File: src/rtl/conv_layer_sched.sv
// Layer-level sequencer for the conv engine: per output channel, fetch the
// 3x3 signed weight set from a synchronous weight memory into the kernel
// registers, run the engine for one image pass, then move to the next channel.
module conv_layer_sched #(
    parameter int unsigned NUM_CH    = 4,
    parameter int unsigned CH_LEN    = 2,
    parameter int unsigned WADDR_LEN = 6
) (
    input  logic                  clk,
    input  logic                  rst,
    input  logic                  start,
    input  logic                  abort,
    output logic                  busy,
    output logic                  layer_done,
    output logic [CH_LEN-1:0]     ch,
    output logic                  w_en,
    output logic [WADDR_LEN-1:0]  w_addr,
    input  logic signed [7:0]     w_data,
    output logic signed [7:0]     kernel0,
    output logic signed [7:0]     kernel1,
    output logic signed [7:0]     kernel2,
    output logic signed [7:0]     kernel3,
    output logic signed [7:0]     kernel4,
    output logic signed [7:0]     kernel5,
    output logic signed [7:0]     kernel6,
    output logic signed [7:0]     kernel7,
    output logic signed [7:0]     kernel8,
    output logic                  conv,
    input  logic                  conv_done
);

    localparam int unsigned K_LEN   = 4;
    localparam int unsigned N_TAPS  = 9;
    localparam logic [CH_LEN-1:0] LAST_CH = CH_LEN'(NUM_CH - 1);

    typedef enum logic [2:0] {
        S_IDLE,
        S_FETCH,
        S_CAPT,
        S_RUN,
        S_DONE
    } state_t;

    state_t                 state_q, state_d;
    logic [K_LEN-1:0]       k_q, k_d;
    logic [CH_LEN-1:0]      ch_q, ch_d;
    logic                   busy_q, busy_d;
    logic                   layer_done_q, layer_done_d;
    logic                   w_en_q, w_en_d;
    logic [WADDR_LEN-1:0]   w_addr_q, w_addr_d;
    logic                   conv_q, conv_d;
    logic signed [7:0]      kern_q [N_TAPS];
    logic signed [7:0]      kern_d [N_TAPS];

    // Next-state, weight capture and next-cycle output values.
    always_comb begin
        state_d = state_q;
        k_d     = k_q;
        ch_d    = ch_q;
        kern_d  = kern_q;

        case (state_q)
            S_IDLE: begin
                if (start && !abort) begin
                    state_d = S_FETCH;
                    ch_d    = '0;
                    k_d     = '0;
                end
            end
            S_FETCH: begin
                // Data for address base+k-1 arrives while k is on the bus.
                for (int i = 0; i < N_TAPS - 1; i++) begin
                    if (k_q == K_LEN'(i + 1)) begin
                        kern_d[i] = w_data;
                    end
                end
                if (k_q == K_LEN'(N_TAPS - 1)) begin
                    state_d = S_CAPT;
                end else begin
                    k_d = k_q + K_LEN'(1);
                end
            end
            S_CAPT: begin
                kern_d[N_TAPS-1] = w_data;
                state_d          = S_RUN;
            end
            S_RUN: begin
                if (conv_done) begin
                    if (ch_q == LAST_CH) begin
                        state_d = S_DONE;
                    end else begin
                        state_d = S_FETCH;
                        ch_d    = ch_q + CH_LEN'(1);
                        k_d     = '0;
                    end
                end
            end
            S_DONE: begin
                state_d = S_IDLE;
            end
            default: begin
                state_d = S_IDLE;
            end
        endcase

        // Cancel wins over everything; registers keep what they already hold.
        if (abort && (state_q != S_IDLE)) begin
            state_d = S_IDLE;
            k_d     = k_q;
            ch_d    = ch_q;
            kern_d  = kern_q;
        end

        busy_d       = (state_d != S_IDLE);
        layer_done_d = (state_d == S_DONE);
        conv_d       = (state_d == S_RUN);
        w_en_d       = (state_d == S_FETCH);
        w_addr_d     = w_addr_q;
        if (w_en_d) begin
            w_addr_d = WADDR_LEN'(ch_d) * WADDR_LEN'(N_TAPS) + WADDR_LEN'(k_d);
        end
    end

    // State, counters and registered outputs.
    always_ff @(posedge clk or negedge rst) begin
        if (!rst) begin
            state_q      <= S_IDLE;
            k_q          <= '0;
            ch_q         <= '0;
            busy_q       <= 1'b0;
            layer_done_q <= 1'b0;
            w_en_q       <= 1'b0;
            w_addr_q     <= '0;
            conv_q       <= 1'b0;
            for (int i = 0; i < N_TAPS; i++) begin
                kern_q[i] <= '0;
            end
        end else begin
            state_q      <= state_d;
            k_q          <= k_d;
            ch_q         <= ch_d;
            busy_q       <= busy_d;
            layer_done_q <= layer_done_d;
            w_en_q       <= w_en_d;
            w_addr_q     <= w_addr_d;
            conv_q       <= conv_d;
            for (int i = 0; i < N_TAPS; i++) begin
                kern_q[i] <= kern_d[i];
            end
        end
    end

    assign busy       = busy_q;
    assign layer_done = layer_done_q;
    assign ch         = ch_q;
    assign w_en       = w_en_q;
    assign w_addr     = w_addr_q;
    assign conv       = conv_q;
    assign kernel0    = kern_q[0];
    assign kernel1    = kern_q[1];
    assign kernel2    = kern_q[2];
    assign kernel3    = kern_q[3];
    assign kernel4    = kern_q[4];
    assign kernel5    = kern_q[5];
    assign kernel6    = kern_q[6];
    assign kernel7    = kern_q[7];
    assign kernel8    = kern_q[8];

endmodule

File: config.mk
export PLATFORM = sky130hd
export DESIGN_NAME = conv_layer_sched
export DESIGN_NICKNAME = d
export VERILOG_FILES = /design/src/rtl/conv_layer_sched.sv
export SDC_FILE = /design/constraint.sdc
export NUM_CORES = 1
export LEC_CHECK = 0
export CORE_AREA = 3 3 117 119
export CTS_CLUSTER_SIZE = 40
export DETAILED_ROUTE_END_ITERATION = 6
export DIE_AREA = 0 0 120 122
export PLACE_DENSITY = 0.6
export SLEW_MARGIN = 20
export SYNTH_ARGS = -nofsm -noshare
export SYNTH_HDL_FRONTEND = slang
export SYNTH_SLANG_ARGS = --single-unit
export TNS_END_PERCENT = 1
File: constraint.sdc
create_clock -name clk -period 6.8 [get_ports clk]
set_clock_uncertainty 0.1 [all_clocks]
set_input_delay 1.7 -clock clk [delete_from_list [all_inputs] [get_ports clk]]
set_output_delay 1.7 -clock clk [all_outputs]
set_load 0.005 [all_outputs]
==> flow_summary.toml <==
[outcome]
status = "finished, final reports clean"

[sta]
fin_crit_sh_pct = 63.03
finalHoldViolations = 0
timing.final.ws_setup_ps = 2514
maxSlewHeadroom_pct = 35.86
fmax_mhz = 233.3
setup_violations = 0
hold_ws_ps = 397.0
tightest_slew_ps = 958.6
grt_setup_unrepaired = "no"
fin_crit_ps = 4286
drv_slew = 0
tns_ps = 0

[critical_path]
rrSetupSlack_ps = 3450
cp_max_fo = 8
arrival_ps = 4410
reg2regPathDepth = 11
end_kind = "flop"
critPathLaunchType = "input pin"
r2r_end = "w_addr[3]"
worstSetupPathType = "input pin to flop"
r2r-start = "state_q[1]"
cp.required_ps = 6920

[grt]
antenna_found_initial = 0
grt_pass1_vias = 2501
grt_overflow_total = 0
grt_pass1_wl_um = 13880
grt_max_degree = 54
track_usage_pct = 12.38

[die]
die-area_mm2 = 0.01464
die_y_um = 122
initial_core_util_pct = 29.87
die_width_um = 120
coreArea_mm2 = 0.01267
num_rows = 41
ios = 97

[power]
p_leak_nw = 2.400
power-per-cell-area_mw_per_mm2 = 364.3
worst_ir_drop_vdd_uv = 147.2

[min_path]
hold_class = "flop to flop"
whs_endpoint = "kernel0[7]"
min_path_cells = 1
min_from = "kernel0[7]"

[synth]
synthAdderAreaFrac_pct = 3.835
synth_top_family_by_area = "multiplexers"
yosys.area_share.simple_pct = 6.380
syn_avg_cell_area_um2 = 14.61
ys_seq_elements = 91
muxShareOfSynthArea_pct = 23.40
synthesis.nets = 283
synthCells = 259
syn_area_mm2 = 0.003785
seq_area_frac_synth_pct = 60.17
synth_xor_area_share_pct = 0.4628
yosys.cell_types.count = 37
ys_warn_count = 0
synth_compound_area_share_pct = 4.231

[clocking]
cts_setup_buffers = 0
cts-buffers-inserted = 9
ctsResizeCount = 0
cts_htree_levels = 3
clk_pin_slew_ps = 70
cts_buffer_depth = 2
clk_latency_ps = 330
cts_tree = "yes"
postCtsHoldBufs = 0
cts_root_buf = "clkbuf_16"
cts.sinks = 91

[place]
placed_area_mm2 = 0.004938
place_ws_ps = 2178
gp_congestion = 0.8746
io_buffer_count = 96
hpwl_um = 6401

[route]
drt_wl_total_um = 8863
routed_via_density = 4.546
ant_nets = 0
drtPass1Iterations = 4
drcViolationCount = 0
drt_iter0_drc = 76
via_count = 2455
routedWlPerCell_um = 16.41

[cells_and_area]
area_growth_pct = 37.85
n_antenna_cell = 0
nNetsFinal = 387
final_area_mm2 = 0.005218
drive_above_1_share_pct = 26.90

[flow_run]
cap_violations = 0
worst max-delay path: stages:
cell	delay, ps
clkdlybuf4s50_1	490
nor2_1	240
nand3_1	140
a21o_1	230
a211oi_4	410
mux2i_1	180
ha_1	220
ha_1	200
inv_1	70
fa_1	200
xnor2_1	70
mux2_2	260
synthesized netlist by cell type, drive strengths merged:
| cell | instances | share of area, % |
|---|---|---|
| ha | 10 | 3.3 |
| nand3b | 1 | 0.20 |
| or2 | 1 | 0.17 |
| nor2b | 1 | 0.17 |
| mux2i | 3 | 0.79 |
| a21o | 4 | 0.79 |
| nand2b | 2 | 0.33 |
| a22oi | 2 | 0.40 |
| a22o | 3 | 0.69 |
| buf | 3 | 0.63 |
| nor2 | 13 | 1.3 |
| xnor2 | 2 | 0.46 |
| nand3 | 8 | 1.5 |
| mux2 | 76 | 23 |
| a211oi | 1 | 0.53 |
| o31a | 1 | 0.23 |
| or3 | 1 | 0.17 |
| fa | 1 | 0.53 |
| o21a | 1 | 0.20 |
| o31ai | 1 | 0.20 |
| clkbuf | 1 | 0.099 |
| nor3b | 2 | 0.66 |
| inv | 8 | 0.79 |
| nand4 | 1 | 0.17 |
| nor3 | 3 | 0.66 |
| a31oi | 2 | 0.33 |
| o21bai | 1 | 0.20 |
| nand4b | 1 | 0.23 |
| a21oi | 1 | 0.13 |
| nand2 | 9 | 0.89 |
| o21ai | 4 | 0.53 |
| dfrtp | 91 | 60 |
power by group:
part / total [W] / switching, W / internal [W]
sequential: 0.000792 / 0.0000932 / 0.000699
combinational: 0.000641 / 0.000226 / 0.000415
clock: 0.000468 / 0.000209 / 0.000259
routing by layer:
metal | share of wire [%] | vias up | global-route usage (%) | wire length [µm]
met3 | 5.6 | 11 | 3.296 | 493
met1 | 46 | 1225 | 16.13 | 4054
met5 | 0 | - | 0 | 0
li1 | - | 1144 | - | -
met2 | 47 | 75 | 19.25 | 4140
met4 | 2.0 | 0 | 5.798 | 174
worst max-delay path by stage:
stage | endpoint | cells after the start | slack, ps | from
6_report | w_addr[3] | 12 | 2510 | abort
3_3_place_gp | w_addr[3] | 12 | 2280 | abort
2_1_floorplan | w_addr[3] | 11 | 3000 | abort
4_1_cts | w_addr[3] | 12 | 2540 | abort
5_1_grt | w_addr[3] | 12 | 2320 | abort
3_5_place_dp | w_addr[3] | 12 | 2180 | abort
area by class of cell:
type	instances	area, µm²
multi-input combinational	156	1450
tap	172	215.2
sequential	91	2277
fill	1184	7453
timing repair buffer	97	965.9
inverter	8	30.03
clock inverter	5	36.28
clock buffer	11	242.7
cell families (layout without fill, tap and decap cells):
group,after synthesis,count (layout)
flip-flops,91,91
adder cells (fa/ha/maj),11,11
XOR/XNOR,2,2
buffers and inverters,12,121
AO/OA/AOI/OAI,21,21
multiplexers,79,79
AND/OR/NAND/NOR,43,43
layout by cell type, fill, tap and decap left out, drive strengths merged, types with 2 or more instances in the layout:
cell,synthesis,final
nand3,8,8
xnor2,2,2
dfrtp,91,91
clkdlybuf4s50,0,95
buf,3,2
a22o,3,3
nand2,9,9
ha,10,10
a21o,4,4
nor2,13,13
o21ai,4,4
mux2,76,76
nor3,3,3
a31oi,2,2
nand2b,2,2
inv,8,9
clkinv,0,4
mux2i,3,3
clkbuf,1,11
a22oi,2,2
nor3b,2,2
per-stage QoR:
stage | power (W) | util (%) | instances
2_1_floorplan | 0.001069 | - | 259
3_3_place_gp | 0.001446 | 38.98 | 524
3_5_place_dp | 0.001455 | 38.98 | 524
4_1_cts | 0.001937 | 41.18 | 540
5_1_grt | 0.002013 | 41.18 | 540
6_report | 0.001901 | 41.18 | 540
flip-flops by register name (all words and copies together), names as in the netlist:
signal / count
kernel0: 8
kernel1: 8
kernel2: 8
kernel3: 8
kernel4: 8
kernel5: 8
kernel6: 8
kernel7: 8
kernel8: 8
w_addr: 6
k_q: 4
state_q: 3
ch: 2
busy: 1
conv: 1
layer_done: 1
w_en: 1
Note: power is estimated with default switching activity, not from simulation.
